### src/rtl/router_pkg.sv
// Shared definitions for the output tile sequencer and the downstream row router controller.
package router_pkg;

  localparam int DEF_ADDR_WIDTH   = 8;
  localparam int DEF_ROUTER_COUNT = 4;

  typedef enum logic [1:0] {
    IDLE  = 2'd0,
    ISSUE = 2'd1,
    CLEAR = 2'd2,
    DONE  = 2'd3
  } seq_state_e;

endpackage

### src/rtl/stride_axis_counter.sv
// One axis of the output-map walk: input-space origin plus output-space index,
// with a lookahead flag telling whether one more step keeps the kernel inside the map.
module stride_axis_counter #(
  parameter int ORG_W  = 9,
  parameter int STEP_W = 8,
  parameter int IDX_W  = 8,
  parameter int SIZE_W = 8
) (
  input  logic              clk,
  input  logic              rst_n,
  input  logic              clr,
  input  logic              step,
  input  logic [STEP_W-1:0] step_amt,
  input  logic [IDX_W-1:0]  idx_step,
  input  logic [SIZE_W-1:0] k_size,
  input  logic [SIZE_W-1:0] i_size,
  output logic [IDX_W-1:0]  idx,
  output logic              in_range
);

  localparam int WIDE_W = (ORG_W > STEP_W) ? ORG_W : STEP_W;
  localparam int SUM_W  = ((WIDE_W > SIZE_W) ? WIDE_W : SIZE_W) + 2;

  logic [ORG_W-1:0] origin_r;
  logic [IDX_W-1:0] idx_r;
  logic [SUM_W-1:0] reach_s;

  // Far edge of the kernel window after one more step; sized so it cannot wrap.
  always_comb begin
    reach_s  = SUM_W'(origin_r) + SUM_W'(step_amt) + SUM_W'(k_size);
    in_range = (reach_s <= SUM_W'(i_size));
  end

  // Origin and index advance together; a step only happens when in range, so the origin fits.
  always_ff @(posedge clk or negedge rst_n) begin
    if (!rst_n) begin
      origin_r <= {ORG_W{1'b0}};
      idx_r    <= {IDX_W{1'b0}};
    end else if (clr) begin
      origin_r <= {ORG_W{1'b0}};
      idx_r    <= {IDX_W{1'b0}};
    end else if (step) begin
      origin_r <= origin_r + ORG_W'(step_amt);
      idx_r    <= idx_r + idx_step;
    end
  end

  assign idx = idx_r;

endmodule

### src/rtl/output_tile_sequencer.sv
// Walks one layer's output map and hands (o_x, o_y) tiles to the row router controller,
// one at a time, with a register clear between tiles and a done pulse at the end.
module output_tile_sequencer
  import router_pkg::*;
#(
  parameter int ROUTER_COUNT = DEF_ROUTER_COUNT,
  parameter int ADDR_WIDTH   = DEF_ADDR_WIDTH
) (
  input  logic                  i_clk,
  input  logic                  i_nrst,
  input  logic                  i_reg_clear,
  input  logic                  i_start,
  input  logic [ADDR_WIDTH-1:0] i_i_size,
  input  logic [ADDR_WIDTH-1:0] i_k_size,
  input  logic [ADDR_WIDTH-1:0] i_stride,
  input  logic                  i_rrc_done,
  output logic [ADDR_WIDTH-1:0] o_o_x,
  output logic [ADDR_WIDTH-1:0] o_o_y,
  output logic [ADDR_WIDTH-1:0] o_i_size,
  output logic                  o_rrc_en,
  output logic                  o_rrc_clear,
  output logic                  o_busy,
  output logic                  o_done,
  output logic                  o_err
);

  localparam int ORG_W  = ADDR_WIDTH + 1;
  localparam int INCR_W = ADDR_WIDTH + $clog2(ROUTER_COUNT + 1);

  seq_state_e            state_r;
  logic [ADDR_WIDTH-1:0] i_size_r;
  logic [ADDR_WIDTH-1:0] k_size_r;
  logic [ADDR_WIDTH-1:0] stride_r;
  logic [INCR_W-1:0]     incr_r;
  logic                  en_r;
  logic                  clear_r;
  logic                  busy_r;
  logic                  done_r;
  logic                  err_r;

  logic                  legal_s;
  logic                  x_clr_s;
  logic                  x_step_s;
  logic                  y_clr_s;
  logic                  y_step_s;
  logic                  x_in_range_s;
  logic                  y_in_range_s;
  logic [ADDR_WIDTH-1:0] x_idx_s;
  logic [ADDR_WIDTH-1:0] y_idx_s;

  // Configuration check on the live inputs, evaluated when a start arrives in IDLE.
  always_comb begin
    legal_s = (i_k_size != {ADDR_WIDTH{1'b0}}) &&
              (i_stride != {ADDR_WIDTH{1'b0}}) &&
              (i_k_size <= i_i_size);
  end

  // Axis control: the x axis restarts whenever the walk drops to the next row of tiles.
  always_comb begin
    x_clr_s  = 1'b0;
    x_step_s = 1'b0;
    y_clr_s  = 1'b0;
    y_step_s = 1'b0;
    if (i_reg_clear) begin
      x_clr_s = 1'b1;
      y_clr_s = 1'b1;
    end else if ((state_r == IDLE) && i_start && legal_s) begin
      x_clr_s = 1'b1;
      y_clr_s = 1'b1;
    end else if (state_r == CLEAR) begin
      if (x_in_range_s) begin
        x_step_s = 1'b1;
      end else if (y_in_range_s) begin
        x_clr_s  = 1'b1;
        y_step_s = 1'b1;
      end else begin
        x_step_s = 1'b0;
      end
    end else begin
      x_step_s = 1'b0;
    end
  end

  stride_axis_counter #(
    .ORG_W (ORG_W),
    .STEP_W(ADDR_WIDTH),
    .IDX_W (ADDR_WIDTH),
    .SIZE_W(ADDR_WIDTH)
  ) u_x_axis (
    .clk     (i_clk),
    .rst_n   (i_nrst),
    .clr     (x_clr_s),
    .step    (x_step_s),
    .step_amt(stride_r),
    .idx_step(ADDR_WIDTH'(1)),
    .k_size  (k_size_r),
    .i_size  (i_size_r),
    .idx     (x_idx_s),
    .in_range(x_in_range_s)
  );

  stride_axis_counter #(
    .ORG_W (ORG_W),
    .STEP_W(INCR_W),
    .IDX_W (ADDR_WIDTH),
    .SIZE_W(ADDR_WIDTH)
  ) u_y_axis (
    .clk     (i_clk),
    .rst_n   (i_nrst),
    .clr     (y_clr_s),
    .step    (y_step_s),
    .step_amt(incr_r),
    .idx_step(ADDR_WIDTH'(ROUTER_COUNT)),
    .k_size  (k_size_r),
    .i_size  (i_size_r),
    .idx     (y_idx_s),
    .in_range(y_in_range_s)
  );

  // Sequencer FSM; every handshake output is registered alongside the state.
  always_ff @(posedge i_clk or negedge i_nrst) begin
    if (!i_nrst) begin
      state_r  <= IDLE;
      i_size_r <= {ADDR_WIDTH{1'b0}};
      k_size_r <= {ADDR_WIDTH{1'b0}};
      stride_r <= {ADDR_WIDTH{1'b0}};
      incr_r   <= {INCR_W{1'b0}};
      en_r     <= 1'b0;
      clear_r  <= 1'b0;
      busy_r   <= 1'b0;
      done_r   <= 1'b0;
      err_r    <= 1'b0;
    end else if (i_reg_clear) begin
      state_r  <= IDLE;
      i_size_r <= {ADDR_WIDTH{1'b0}};
      k_size_r <= {ADDR_WIDTH{1'b0}};
      stride_r <= {ADDR_WIDTH{1'b0}};
      incr_r   <= {INCR_W{1'b0}};
      en_r     <= 1'b0;
      clear_r  <= 1'b0;
      busy_r   <= 1'b0;
      done_r   <= 1'b0;
      err_r    <= 1'b0;
    end else begin
      done_r <= 1'b0;
      err_r  <= 1'b0;
      case (state_r)
        IDLE: begin
          if (i_start) begin
            if (legal_s) begin
              i_size_r <= i_i_size;
              k_size_r <= i_k_size;
              stride_r <= i_stride;
              incr_r   <= INCR_W'(i_stride) * INCR_W'(ROUTER_COUNT);
              state_r  <= ISSUE;
              en_r     <= 1'b1;
              busy_r   <= 1'b1;
            end else begin
              err_r <= 1'b1;
            end
          end
        end
        ISSUE: begin
          if (i_rrc_done) begin
            state_r <= CLEAR;
            en_r    <= 1'b0;
            clear_r <= 1'b1;
          end
        end
        CLEAR: begin
          clear_r <= 1'b0;
          if (x_in_range_s || y_in_range_s) begin
            state_r <= ISSUE;
            en_r    <= 1'b1;
          end else begin
            state_r <= DONE;
            busy_r  <= 1'b0;
            done_r  <= 1'b1;
          end
        end
        DONE: begin
          state_r <= IDLE;
        end
        default: begin
          state_r <= IDLE;
          en_r    <= 1'b0;
          clear_r <= 1'b0;
          busy_r  <= 1'b0;
        end
      endcase
    end
  end

  assign o_o_x       = x_idx_s;
  assign o_o_y       = y_idx_s;
  assign o_i_size    = i_size_r;
  assign o_rrc_en    = en_r;
  assign o_rrc_clear = clear_r;
  assign o_busy      = busy_r;
  assign o_done      = done_r;
  assign o_err       = err_r;

endmodule

### config.mk
export PLATFORM = sky130hd
export DESIGN_NAME = output_tile_sequencer
export DESIGN_NICKNAME = d
export VERILOG_FILES = /design/src/rtl/router_pkg.sv /design/src/rtl/stride_axis_counter.sv /design/src/rtl/output_tile_sequencer.sv
export SDC_FILE = /design/constraint.sdc
export NUM_CORES = 1
export LEC_CHECK = 0
export BUFFER_PORTS_ARGS = -buffer_cell sky130_fd_sc_hd__buf_2
export CORE_MARGIN = 4
export CORE_UTILIZATION = 35
export DETAILED_ROUTE_END_ITERATION = 8
export PLACE_DENSITY = 0.63
export SYNTH_ARGS = -nofsm -noshare
export SYNTH_HDL_FRONTEND = slang
export SYNTH_SLANG_ARGS = --single-unit
### constraint.sdc
create_clock -name i_clk -period 7.45 [get_ports i_clk]
set_input_delay 1.1175 -clock i_clk [delete_from_list [all_inputs] [get_ports i_clk]]
set_output_delay 1.1175 -clock i_clk [all_outputs]
set_load 0.01 [all_outputs]
### Yosys cells after proc, flatten, opt, wreduce, memory -nomap -nowiden

Cells that the tools add are included.
Widths: inputs -> output; s select.

* register bits: 76
* input port bits: 29

* $add $sub $neg: 8
* magnitude comparators: 3
* equal/unequal tests: 8
* muxes and demuxes: 62
* reduce and logical (&&, ||, !) cells: 21

Operators by type and width (count)
* $mux 8: 16
* $mux 11: 4
* $mux 9: 4
* $mux 1: 29
* $reduce_bool 8->1: 2
* $add 13x8->13: 1
* $le 13x8->1: 1
* $add 9x11->12: 1
* $ne 3x3->1 const B: 4
* $add 11x8->11: 1
* $le 11x8->1: 1
* $add 9x8->10: 1
* $mux 2: 5
* $reduce_bool 2->1: 5
* $add 9x8->9: 1
* $add 9x9->9: 1
* $add 8x1->8 const B: 1
* $add 8x3->8 const B: 1
* $le 8x8->1: 1
* $pmux 2 s4: 1
* $reduce_and 3->1: 2
* $reduce_bool 3->1: 2
* $reduce_and 5->1: 1
* $eq 2x2->1 const B: 2
* 10 further kinds: 14

### Logic depth before layout (Yosys ltp)

* depth after elaboration: 10
* gate-level depth with buffers: 22

### Modules after synthesis

A second synthesis with hierarchy kept.

* cell total of the unflattened synthesis: 621
* area, all modules: 5726.7 um^2

Modules (own cells, without submodules)
* stride_axis_counter (u_x_axis): instances 1, cells an instance 231, area each 2020.7 um^2
* stride_axis_counter (u_y_axis): instances 1, cells an instance 213, area each 2001.9 um^2
* output_tile_sequencer: instances 1, cells an instance 177, area each 1704.1 um^2

### Least setup slack after synthesis

No wires, ideal clock.

* kind: reg2reg
* start: register incr_r[2]
* end: register u_x_axis.idx_r[6] (netlist: u_x_axis.idx[6])
* arrival time: 4.108 ns
* required time: 7.322 ns
* setup slack: 3.214 ns
* cell stages (with the launch flop): 23
* buffers on the path: 1
* period minus slack after synthesis: 4.236 ns
* cell sequence: dfrtp_1 -> ha_1 -> inv_1 -> fa_1 -> nand2b_1 -> nand2b_1 -> a21oi_1 -> xnor2_1 -> ha_1 -> a21o_1 -> a31oi_1 -> o21ai_0 -> xor2_1 -> ha_1 -> a211oi_1 -> nand3_1 -> a31oi_1 -> o21ai_0 -> or3_1 -> or2_1 -> clkbuf_1 -> o21ai_0 -> a21oi_1

* cells in the longest elaborated chain, start to end: 9
* elaborated cells between the ends (all ways): 10

RTL lines
* start, declared: RTL line output_tile_sequencer.sv:34 `logic [INCR_W-1:0] incr_r;`
* start signal, assigned: RTL line output_tile_sequencer.sv:127 `incr_r <= {INCR_W{1'b0}};`
* start signal, assigned: RTL line output_tile_sequencer.sv:138 `incr_r <= {INCR_W{1'b0}};`
* start signal, assigned: RTL line output_tile_sequencer.sv:154 `incr_r <= INCR_W'(i_stride) * INCR_W'(ROUTER_COUNT);`
* $add 9x11->12 *: RTL line stride_axis_counter.sv:30 `reach_s = SUM_W'(origin_r) + SUM_W'(step_amt) + SUM_W'(k_size);`
* $add 13x8->13 *: RTL line stride_axis_counter.sv:30
* $le 13x8->1 *: RTL line stride_axis_counter.sv:31 `in_range = (reach_s <= SUM_W'(i_size));`
* $mux 1 *: RTL line output_tile_sequencer.sv:73 `end else if (y_in_range_s) begin`
* $mux 1 *: RTL line output_tile_sequencer.sv:71 `if (x_in_range_s) begin`
* $mux 1 *: RTL line output_tile_sequencer.sv:70 `end else if (state_r == CLEAR) begin`
* $mux 1 *: RTL line output_tile_sequencer.sv:67 `end else if ((state_r == IDLE) && i_start && legal_s) begin`
* $mux 1 *: RTL line output_tile_sequencer.sv:64 `if (i_reg_clear) begin`
* $mux 8 / $reduce_bool 2->1 (equally long branches)
* end signal, assigned: RTL line stride_axis_counter.sv:38 `idx_r <= {IDX_W{1'b0}};`
* end signal, assigned: RTL line stride_axis_counter.sv:41 `idx_r <= {IDX_W{1'b0}};`
* end signal, assigned: RTL line stride_axis_counter.sv:44 `idx_r <= idx_r + idx_step;`
* end, declared: RTL line stride_axis_counter.sv:25 `logic [IDX_W-1:0] idx_r;`

Every way passes the cells marked *; elsewhere a longest branch is shown, timed or not.
A chain may end at the register's enable or synchronous reset.

### Worst setup path in the final report

* start: register incr_r[2]
* end: register u_x_axis.origin_r[1]

* cells in the longest elaborated chain, start to end: 9
* elaborated cells between the ends (all ways): 10

RTL lines
* $add 9x11->12 *: RTL line stride_axis_counter.sv:30
* $add 13x8->13 *: RTL line stride_axis_counter.sv:30
* $le 13x8->1 *: RTL line stride_axis_counter.sv:31
* $mux 1 *: RTL line output_tile_sequencer.sv:73
* $mux 1 *: RTL line output_tile_sequencer.sv:71
* $mux 1 *: RTL line output_tile_sequencer.sv:70
* $mux 1 *: RTL line output_tile_sequencer.sv:67
* $mux 1 *: RTL line output_tile_sequencer.sv:64
* $mux 9 / $reduce_bool 2->1 (equally long branches)
* end signal, assigned: RTL line stride_axis_counter.sv:37 `origin_r <= {ORG_W{1'b0}};`
* end signal, assigned: RTL line stride_axis_counter.sv:40 `origin_r <= {ORG_W{1'b0}};`
* end signal, assigned: RTL line stride_axis_counter.sv:43 `origin_r <= origin_r + ORG_W'(step_amt);`
* end, declared: RTL line stride_axis_counter.sv:24 `logic [ORG_W-1:0] origin_r;`

Marks and branches as above.

==> results.md <==
- Worst slew pin tran: 0.964 ns
- Synth Flop Type: dfrtp_1
- Fin Clk Skew: 0.0163 ns
- Setup TNS: 0 ns
- Count of cell types in the netlist: 62
- Maxcap violations: 0
- CTS tree: done
- Critical Path Fanout Max: 17
- Hold Slack: around 0.53 ns
- Worst R2R Path Depth: 20
- Layout cell share with drive strength beyond 1: 0.160
- Port bufs: between 50 and 60
- Antenna diode count: 0
- Initial Utilization: 0.357
- RSZ-0062 raised after global routing: no
- Setup crit start kind: register
- Pin count of the biggest net entering global routing: 62
- Clk_lat worst skew: 0.34 ns
- CP Capture Type: register
- Relative slew slack: 0.357
- Register area share after synthesis: 0.340
- Placed Area: 4940 sq um
- Hold depth: 2
- Status: finished, final reports clean
- Clk root buf: clkbuf_16
- Final worst setup slack: between 1.5 and 2 ns
- # fillers: roughly 1.3k
- GP Congestion: ~0.94
- Vias per cell: roughly 5.4
- Initial antenna violation count: 0
- Synth Area per Inst: 9.17 sq um
- DRC Markers: 0
- Setup Fix Bufs, Post-CTS: 0
- Final Hold Vio Count: 0
- Most common cell after layout, fill and taps aside: dfrtp_1
- Post-DP HPWL: around 9 mm
- Crit Path Class: reg2reg
- WL/cell: between 15 and 20 um
- Worst R2R Start: incr_r[2]$_DFFE_PN0P_
- Via count: between 3k and 4k
- Die width: 121 um
- Die area: between 10000 and 15000 sq um
- R2R Setup Slk: 1.94 ns
- Most frequent cells in the layout: 61 x dfrtp_1, 60 x ha_1, 55 x buf_2
- Synth Cell Area: ~4500 sq um
- Post-Syn Instances: between 400 and 500
- Leakage: 2.57 nW
- H-tree Lvls: 3
- Pwr per Cell Area: slightly below 200 nW/um^2
- Initial drt markers: 174
- Ys Warns: 0
- Number of synthesized flops with an enable pin: 0
- Area of the core: approximately 13000 sq um
- Cell row count: 41
- Tightest Hold Check Type: reg2reg
- Area Growth Syn to Fin: 16.8%
- Reg-to-Reg End: u_x_axis.origin_r[1]$_DFFE_PN0P_
- First-pass GRT wire length: 19.6 mm
- Min cycle time layout: ~5.5 ns
- Min-Delay Startpoint: u_x_axis.origin_r[5]$_DFFE_PN0P_
- Asr flop ratio synth: 1.00
- Critical path arrival: about 5.8 ns
- Place WS: between 1.5 and 2 ns
- Flops & latches, synth: 61
- # nets final: between 600 and 700
- Fin util: 0.417
- Cts repair resizes: 0
- CTS buffer count: 9
- Max VDD drop: about 0.00012 V
- Top Ports: 58
- CP required: between 7 and 8 ns
- Design area: approximately 5200 sq um
- Worst Hold Endpoint: u_x_axis.origin_r[5]$_DFFE_PN0P_
- Max-slew violations: 0
- # hold bufs at CTS: 0
- # setup viols final: 0
- Maximum clock frequency: 182 MHz
- Die Ht: approximately 120 um
- Longest Clk Path Bufs: 2
- Clock Sinks: a little over 60
- Worst-path clk slew: about 0.060 ns
- Vias in the first global route: around 3.9k
- Total grt overflow: 0
- Final period utilization: 0.739
- Tot GR Track Use: 0.169
- Final wirelength: between 10 and 15 mm
- Pre-antenna DRT Iters: 4
- Detail Route Antenna Nets: 0
power by group:
group | internal (W) | switching (W) | total (W)
sequential | 0.000346 | 0.0000165 | 0.000362
combinational | 0.0000922 | 0.000139 | 0.000231
clock | 0.000267 | 0.000153 | 0.000420
worst max-delay path by stage:
stage	from	end	slack [ns]
3_3_place_gp	incr_r[2]$_DFFE_PN0P_	u_x_axis.origin_r[1]$_DFFE_PN0P_	2.25
2_1_floorplan	incr_r[2]$_DFFE_PN0P_	u_x_axis.idx[6]$_DFFE_PN0P_	3.21
6_report	incr_r[2]$_DFFE_PN0P_	u_x_axis.origin_r[1]$_DFFE_PN0P_	1.94
4_1_cts	incr_r[2]$_DFFE_PN0P_	u_x_axis.origin_r[1]$_DFFE_PN0P_	1.99
5_1_grt	incr_r[2]$_DFFE_PN0P_	u_x_axis.origin_r[1]$_DFFE_PN0P_	1.59
3_5_place_dp	incr_r[2]$_DFFE_PN0P_	u_x_axis.origin_r[1]$_DFFE_PN0P_	1.98
synth_stat cells (2+ instances only):
cell      instances  area share
dfrtp_1          61        0.34
ha_1             60        0.17
nand2_1          52       0.044
a21oi_1          41       0.046
inv_1            36       0.030
nor2_1           33       0.028
o21ai_0          22       0.025
xnor2_1          19       0.037
a22o_1           14       0.027
nand3_1          14       0.016
clkbuf_1          9      0.0075
a21o_1            8       0.013
a31oi_1           7      0.0098
mux2i_1           7       0.016
or3_1             7      0.0098
a211oi_1          6       0.010
nand2b_1          6      0.0084
nand4_1           6      0.0084
xor2_1            6       0.012
nor4_1            5      0.0070
o21a_1            5      0.0084
o21ai_1           4      0.0045
buf_4             3      0.0050
fa_1              3       0.013
nor2b_1           3      0.0042
nor3b_1           3      0.0050
o211ai_1          3      0.0050
o22ai_1           3      0.0042
or2_2             3      0.0042
and3_1            2      0.0028
and4_1            2      0.0039
buf_2             2      0.0022
nand3b_1          2      0.0033
nor3_1            2      0.0022
nor4b_1           2      0.0039
o31ai_1           2      0.0033
cell type report:
cell class | instances | area [sq um] | share of cell area
timing repair buffer | 58 | 298 | 0.0569
clock inverter | 4 | 47.5 | 0.00908
multi-input combinational | 379 | 2770 | 0.529
tap | 172 | 215 | 0.0411
clock buffer | 12 | 246 | 0.0471
sequential | 61 | 1530 | 0.291
inverter | 36 | 135 | 0.0258
kinds of logic (layout without fill, tap and decap cells):
family | Yosys count | in the layout | synth area share
buffers and inverters | 50 | 110 | 0.0449
muxes | 8 | 8 | 0.0206
AOI/OAI and AO/OA | 132 | 132 | 0.198
xor gates and xnor gates | 25 | 25 | 0.0488
adders and majority gates | 63 | 63 | 0.181
other | 1 | 2 | 0.000836
DFF | 61 | 61 | 0.340
and+or+nand+nor | 149 | 149 | 0.165
state kept, by name, indices dropped and copies added (netlist names), 2 cells and up:
signal             count
state_r                2
u_y_axis.origin_r      7
u_y_axis.idx           6
incr_r                 8
o_i_size               8
k_size_r               8
u_x_axis.idx           8
u_x_axis.origin_r      9
critical path, stage by stage, from the launching register on:
cell	delay [ns]
dfrtp_1	0.40
ha_1	0.20
inv_1	0.07
fa_1	0.39
nand2b_1	0.18
a21oi_1	0.25
nor2b_2	0.13
xnor2_1	0.28
ha_1	0.32
a21oi_1	0.21
o21ai_0	0.14
xor2_1	0.17
ha_1	0.20
a211oi_1	0.22
nand3_1	0.10
a31oi_1	0.15
o21ai_0	0.12
or2_2	0.36
o211ai_2	0.62
nand2_1	0.58
a211oi_1	0.33
stage by stage:
| step | std cells | power (W) |
|---|---|---|
| 3_5_place_dp | 706 | 0.000599 |
| 3_3_place_gp | 706 | 0.000589 |
| 4_1_cts | 722 | 0.00102 |
| 5_1_grt | 722 | 0.00106 |
| 6_report | 722 | 0.00101 |
| 2_1_floorplan | 490 | 0.000524 |
layer usage:
metal | global-route usage | routed length [um] | vias to the layer above
met1 | 0.213 | 5270 | 1890
met3 | 0.0368 | 481 | 17
met5 | 0 | 0 | -
met4 | 0.0553 | 223 | 0
met2 | 0.290 | 5740 | 86
li1 | - | - | 1874
Note: power is estimated with default switching activity, not from simulation.
